==> src/rtl/uart_pkg.sv <==
// Shared UART definitions: transmitter states, line levels and default bit timing.
`default_nettype none

package uart_pkg;

   typedef enum logic [2:0] {
      IDLE   = 3'd0,
      START  = 3'd1,
      DATA   = 3'd2,
      PARITY = 3'd3,
      STOP   = 3'd4
   } state_t;

   localparam logic LINE_IDLE  = 1'b1;
   localparam logic LINE_START = 1'b0;

   localparam int DEFAULT_CLK_PER_BIT = 50;

endpackage

`default_nettype wire

==> src/rtl/byte_fifo.sv <==
// Synchronous first-word-fall-through byte FIFO with a registered occupancy count.
`default_nettype none

module byte_fifo
   import uart_pkg::*;
#(
   parameter int DEPTH = 4
) (
   input  logic       clk,
   input  logic       rst,
   input  logic       push,
   input  logic       pop,
   input  logic [7:0] din,
   output logic [7:0] dout,
   output logic       full,
   output logic       empty
);

   localparam int AW = $clog2(DEPTH);

   logic [7:0]  mem [DEPTH];
   logic [AW-1:0] rd_ptr;
   logic [AW-1:0] wr_ptr;
   logic [AW:0]   count;
   logic          do_push;
   logic          do_pop;

   assign full    = (count == (AW+1)'(DEPTH));
   assign empty   = (count == '0);
   assign do_push = push && !full;
   assign do_pop  = pop && !empty;
   assign dout    = mem[rd_ptr];

   always_ff @(posedge clk) begin
      if (do_push) begin
         mem[wr_ptr] <= din;
      end
   end

   // Pointers wrap naturally because DEPTH is a power of two.
   always_ff @(posedge clk) begin
      if (!rst) begin
         rd_ptr <= '0;
         wr_ptr <= '0;
         count  <= '0;
      end else begin
         if (do_push) wr_ptr <= wr_ptr + 1'b1;
         if (do_pop)  rd_ptr <= rd_ptr + 1'b1;
         if (do_push && !do_pop) begin
            count <= count + 1'b1;
         end else if (!do_push && do_pop) begin
            count <= count - 1'b1;
         end
      end
   end

endmodule

`default_nettype wire

==> src/rtl/uart_tx_buffered.sv <==
// Buffered 8N1 UART transmitter fed through a small byte FIFO.
// Define UART_TX_PARITY_EN for 8E1 frames with an even-parity bit before the stop bit.
`default_nettype none

module uart_tx_buffered
   import uart_pkg::*;
#(
   parameter int CLK_PER_BIT = DEFAULT_CLK_PER_BIT,
   parameter int FIFO_DEPTH  = 4
) (
   input  logic       clk,
   input  logic       rst,
   input  logic [7:0] tx_data,
   input  logic       new_tx_data,
   input  logic       block,
   output logic       tx_busy,
   output logic       overflow,
   output logic       tx
);

   localparam int             CNT_W    = $clog2(CLK_PER_BIT);
   localparam logic [CNT_W-1:0] CNT_LAST = CNT_W'(CLK_PER_BIT - 1);

   state_t           state;
   logic [CNT_W-1:0] cnt;
   logic [2:0]       bit_idx;
   logic [7:0]       shift;
   logic [7:0]       fifo_dout;
   logic             fifo_full;
   logic             fifo_empty;
   logic             push;
   logic             pop;
   logic             bit_end;
`ifdef UART_TX_PARITY_EN
   logic             parity_bit;
`endif

   assign tx_busy = fifo_full;
   assign push    = new_tx_data && !fifo_full;
   assign bit_end = (cnt == CNT_LAST);
   // A frame may start from IDLE or straight out of the last stop-bit cycle.
   assign pop     = !fifo_empty && !block &&
                    ((state == IDLE) || ((state == STOP) && bit_end));

   byte_fifo #(
      .DEPTH (FIFO_DEPTH)
   ) u_fifo (
      .clk   (clk),
      .rst   (rst),
      .push  (push),
      .pop   (pop),
      .din   (tx_data),
      .dout  (fifo_dout),
      .full  (fifo_full),
      .empty (fifo_empty)
   );

   always_ff @(posedge clk) begin
      if (!rst) begin
         state    <= IDLE;
         cnt      <= '0;
         bit_idx  <= '0;
         shift    <= '0;
         tx       <= LINE_IDLE;
         overflow <= 1'b0;
`ifdef UART_TX_PARITY_EN
         parity_bit <= 1'b0;
`endif
      end else begin
         if (new_tx_data && fifo_full) begin
            overflow <= 1'b1;
         end

         if (pop) begin
            state <= START;
            cnt   <= '0;
            shift <= fifo_dout;
            tx    <= LINE_START;
`ifdef UART_TX_PARITY_EN
            parity_bit <= ^fifo_dout;
`endif
         end else begin
            case (state)
               IDLE: begin
                  cnt <= '0;
               end
               START: begin
                  if (bit_end) begin
                     state <= DATA;
                     cnt   <= '0;
                     tx    <= shift[0];
                  end else begin
                     cnt <= cnt + 1'b1;
                  end
               end
               DATA: begin
                  if (bit_end) begin
                     cnt <= '0;
                     if (bit_idx == 3'd7) begin
                        bit_idx <= '0;
`ifdef UART_TX_PARITY_EN
                        state <= PARITY;
                        tx    <= parity_bit;
`else
                        state <= STOP;
                        tx    <= LINE_IDLE;
`endif
                     end else begin
                        bit_idx <= bit_idx + 1'b1;
                        shift   <= shift >> 1;
                        tx      <= shift[1];
                     end
                  end else begin
                     cnt <= cnt + 1'b1;
                  end
               end
`ifdef UART_TX_PARITY_EN
               PARITY: begin
                  if (bit_end) begin
                     state <= STOP;
                     cnt   <= '0;
                     tx    <= LINE_IDLE;
                  end else begin
                     cnt <= cnt + 1'b1;
                  end
               end
`endif
               STOP: begin
                  if (bit_end) begin
                     state <= IDLE;
                     cnt   <= '0;
                  end else begin
                     cnt <= cnt + 1'b1;
                  end
               end
               default: begin
                  state <= IDLE;
                  cnt   <= '0;
                  tx    <= LINE_IDLE;
               end
            endcase
         end
      end
   end

endmodule

`default_nettype wire

==> config.mk <==
export PLATFORM = sky130hd
export DESIGN_NAME = uart_tx_buffered
export DESIGN_NICKNAME = d
export VERILOG_FILES = /design/src/rtl/uart_pkg.sv /design/src/rtl/byte_fifo.sv /design/src/rtl/uart_tx_buffered.sv
export SDC_FILE = /design/constraint.sdc
export NUM_CORES = 1
export LEC_CHECK = 0
export ABC_AREA = 1
export CORE_MARGIN = 2
export CORE_UTILIZATION = 63
export CTS_BUF_LIST = sky130_fd_sc_hd__clkbuf_8 sky130_fd_sc_hd__clkbuf_16
export CTS_CLUSTER_SIZE = 14
export DETAILED_ROUTE_END_ITERATION = 10
export GPL_ROUTABILITY_DRIVEN = 0
export PLACE_DENSITY = 0.83
export SLEW_MARGIN = 20
export SYNTH_ARGS = -nofsm -noshare
export SYNTH_HDL_FRONTEND = slang
export SYNTH_SLANG_ARGS = --single-unit
==> constraint.sdc <==
create_clock -name clk -period 3 [get_ports clk]
set_input_delay 0.45 -clock clk [delete_from_list [all_inputs] [get_ports clk]]
set_output_delay 0.45 -clock clk [all_outputs]
set_load 0.01 [all_outputs]
==> metrics.csv <==
stage,metric,value,unit
grt,global route overflow,0,
power,Tot Pwr,2740,uW
placement,Post-DP HPWL,3430,um
power,Sw Ratio,33.6,%
timing,Final Setup Violations,0,
synth,cell area after synthesis,0.00278,mm^2
placement,post-place instance area,0.00297,mm^2
synth,"Distinct cells, synth",33,
clock_network,maximum clock path buffer count,2,
cells_and_area,diode count,0,
timing,RSZ-0062 raised after global routing,no,
synth,"FF+latch count, synth",63,
drt,top sig layer,met4,
synth,number of flops mapped to enable cells by yosys,32,
floorplanning,Starting Density,64.8,%
synth,adder-cell share of the synthesized area,4.77,%
cells_and_area,most frequent cells in the layout,"nor2_1 (56), nand2_1 (41), inv_1 (41)",
flow_run,Max Cap Violations,0,
drt,metal2 WL,2460,um
synth,Post-Synth XOR/XNOR Area,1.89,%
drt,WL per Instance,13.4,um
grt,first-pass GRT wire length,8750,um
synth,post-synthesis compound-gate area fraction,9.85,%
critical_path,RR Endpoint,u_fifo.count[2],
floorplanning,Die X,70.5,um
critical_path,required time of the critical path,3230,ps
cells_and_area,"commonest non-fill, non-tap cell in the layout",nor2_1,
drt,M1 WL,2310,um
clock_network,CTS sink count,63,
clock_network,H-tree depth,3,
clock_network,"CTS clk-pin slew, worst paths",70,ps
synth,synth warn,0,
power,Net Switching,922,uW
min_path,Hold EP,overflow,
min_path,worst hold path stage count,2,
timing,setup TNS,0,ps
drt,met3 wire len,231,um
clock_network,CTS buffer count,9,
clock_network,# resized after CTS,0,
cells_and_area,final-stage net count,346,
drt,DR iter-0 viols,106,
floorplanning,core area,0.00429,mm^2
drt,final wirelength,5100,um
clock_network,total setup buffers inserted after CTS,0,
critical_path,R2R Setup Slk,720,ps
grt,antenna violations before repair,0,
grt,vias in the first global route,1955,
synth,Mapped Nets,323,
timing,min Tclk post-route,2280,ps
clock_network,TritonCTS clock tree,done,
synth,Post-Syn Area per Cell,9.24,um^2
timing,Fin. Hold Viols,0,
power,combinational fraction of design power,28.9,%
power,Flop pwr share,42.3,%
drt,Via-to-Cell Ratio,5.23,
critical_path,CP max FO,21,
power,P_int,1820,uW
grt,GRT Util Overall,23.2,%
drt,drt drc,0,
critical_path,crit start category,register,
timing,FMAX,439,MHz
drt,drt pass-1 iters,4,
critical_path,R2R cell count,12,
synth,Synth Flop Type,edfxtp_1,
critical_path,RR Startpoint,cnt[1],
power,IR Drop Worst-Case VDD,0.000493,V
critical_path,Worst EP arrival,2500,ps
synth,largest family of logic cells by synthesized area,simple AND/OR/NAND/NOR gates,
placement,Inst Count DP,365,
critical_path,CP Capture Type,register,
floorplanning,I/O pins,15,
cells_and_area,fin cells,380,
floorplanning,Rows,24,
synth,mux cell area share after synthesis,0,%
synth,ys async rst share,0,%
clock_network,Clk Tree Root Cell,clkbuf_8,
drt,Via Count,1987,
synth,simple-gate area share of the yosys netlist,19.1,%
timing,crit share post-route,75.9,%
cells_and_area,filler cell count,319,
timing,clk_skew,6.78,ps
power,Power Density,861,mW/mm^2
min_path,Hold Path Class,register to register,
synth,register area share after synthesis,56.8,%
timing,Final Max Slew Viols,0,
drt,ANT nets after route,0,
clock_network,clk_lat worst skew,340,ps
cells_and_area,"Non-Filler Cell Area, Final",0.00318,mm^2
power,Leak Pwr,0.00131,uW
cells_and_area,"Area growth, synth to finish",14.4,%
grt,pin count of the biggest net entering global routing,22,
critical_path,Setup CP Type,register to register,
power,clock power share,28.9,%
floorplanning,die height,70.5,um
placement,port bufs,14,
floorplanning,die area,0.00496,mm^2
clock_network,Post-CTS Hold Fix Bufs,0,
timing,Worst-Margin Slew,551,ps
cells_and_area,"Core Util, Final",74.2,%
timing,Slew HR,63.2,%
cells_and_area,share of post-route cells with drive strength above 1,8.54,%
synth,Syn Inst Count,301,
status,status,completed,
min_path,Hold Crit Start,overflow,
==> how the worst max path moves through the flow <==
stage	cells after the start	to	from
3_5_place_dp	12	u_fifo.count[2]	block
2_1_floorplan	13	u_fifo.count[2]	cnt[1]
6_report	12	u_fifo.count[2]	cnt[1]
5_1_grt	12	u_fifo.count[2]	cnt[1]
4_1_cts	12	u_fifo.count[2]	cnt[1]
3_3_place_gp	12	u_fifo.count[2]	block
==> power groups by stage <==
| stage | Clock, uW | Sequential [uW] | Combinational (uW) |
|---|---|---|---|
| 6_report | 791 | 1160 | 792 |
| 5_1_grt | 838 | 1180 | 905 |
| 4_1_cts | 797 | 1160 | 793 |
| 3_5_place_dp | 0 | 1180 | 772 |
| 3_3_place_gp | 0 | 1170 | 744 |
| 2_1_floorplan | 0 | 1140 | 634 |
==> kinds of logic after synthesis <==
kind of cell | count (synthesis)
and+or+nand+nor | 121
DFF | 63
AOI/OAI and AO/OA | 51
buffers and inverters | 50
adders and majority gates | 10
xor gates and xnor gates | 6
==> worst max-delay path: stages (launching register included) <==
cell     delay [ps]
dfxtp_1         360
inv_1            50
ha_1            210
nand3_4         150
nand2_4          80
nand2_4         200
ha_1            200
inv_1            70
fa_1            380
a21oi_1         140
o21ai_0         110
o21ai_0         160
a21oi_1          60
==> layer usage <==
| metal | up-vias | GRT usage (%) |
|---|---|---|
| li1 | 1025 | - |
| met1 | 894 | 29.3 |
| met2 | 57 | 36.0 |
| met3 | 11 | 6.49 |
| met4 | 0 | 12.8 |
| met5 | - | 0 |
==> synth_stat cells (all sizes together) (2+ instances only) <==
cell type	number	area [um^2]
clkinv	2	8.75
o22ai	6	37.5
o21ai	30	154
a21oi	12	60.1
edfxtp	32	961
nor2	59	239
xnor2	2	17.5
xor2	4	35.0
inv	42	158
ha	9	113
dfxtp	31	621
buf	6	43.8
nand3	16	97.6
nand2	44	183
==> cell type report <==
class / count / area (um^2) / share of cell area (%)
tap: 52 / 65.1 / 2.04
clock buffer: 10 / 138 / 4.32
clock inverter: 5 / 72.6 / 2.28
timing repair buffer: 18 / 170 / 5.34
sequential: 63 / 1580 / 49.7
multi-input combinational: 188 / 991 / 31.1
inverter: 44 / 166 / 5.23
==> metrics by stage <==
stage / hold WS (ps) / setup WS [ps]
5_1_grt: 488 / 529
2_1_floorplan: 434 / 937
3_3_place_gp: 437 / 550
3_5_place_dp: 446 / 509
6_report: 451 / 724
4_1_cts: 456 / 719
==> state kept, by name (all words and copies together), names as in the netlist, named ones only <==
signal / cells
tx: 1
u_fifo.wr_ptr: 2
bit_idx: 3
u_fifo.count: 3
overflow: 1
shift: 8
u_fifo.mem: 32
cnt: 6
u_fifo.rd_ptr: 2
state: 3
No activity file was read; power rests on OpenSTA's default activity.
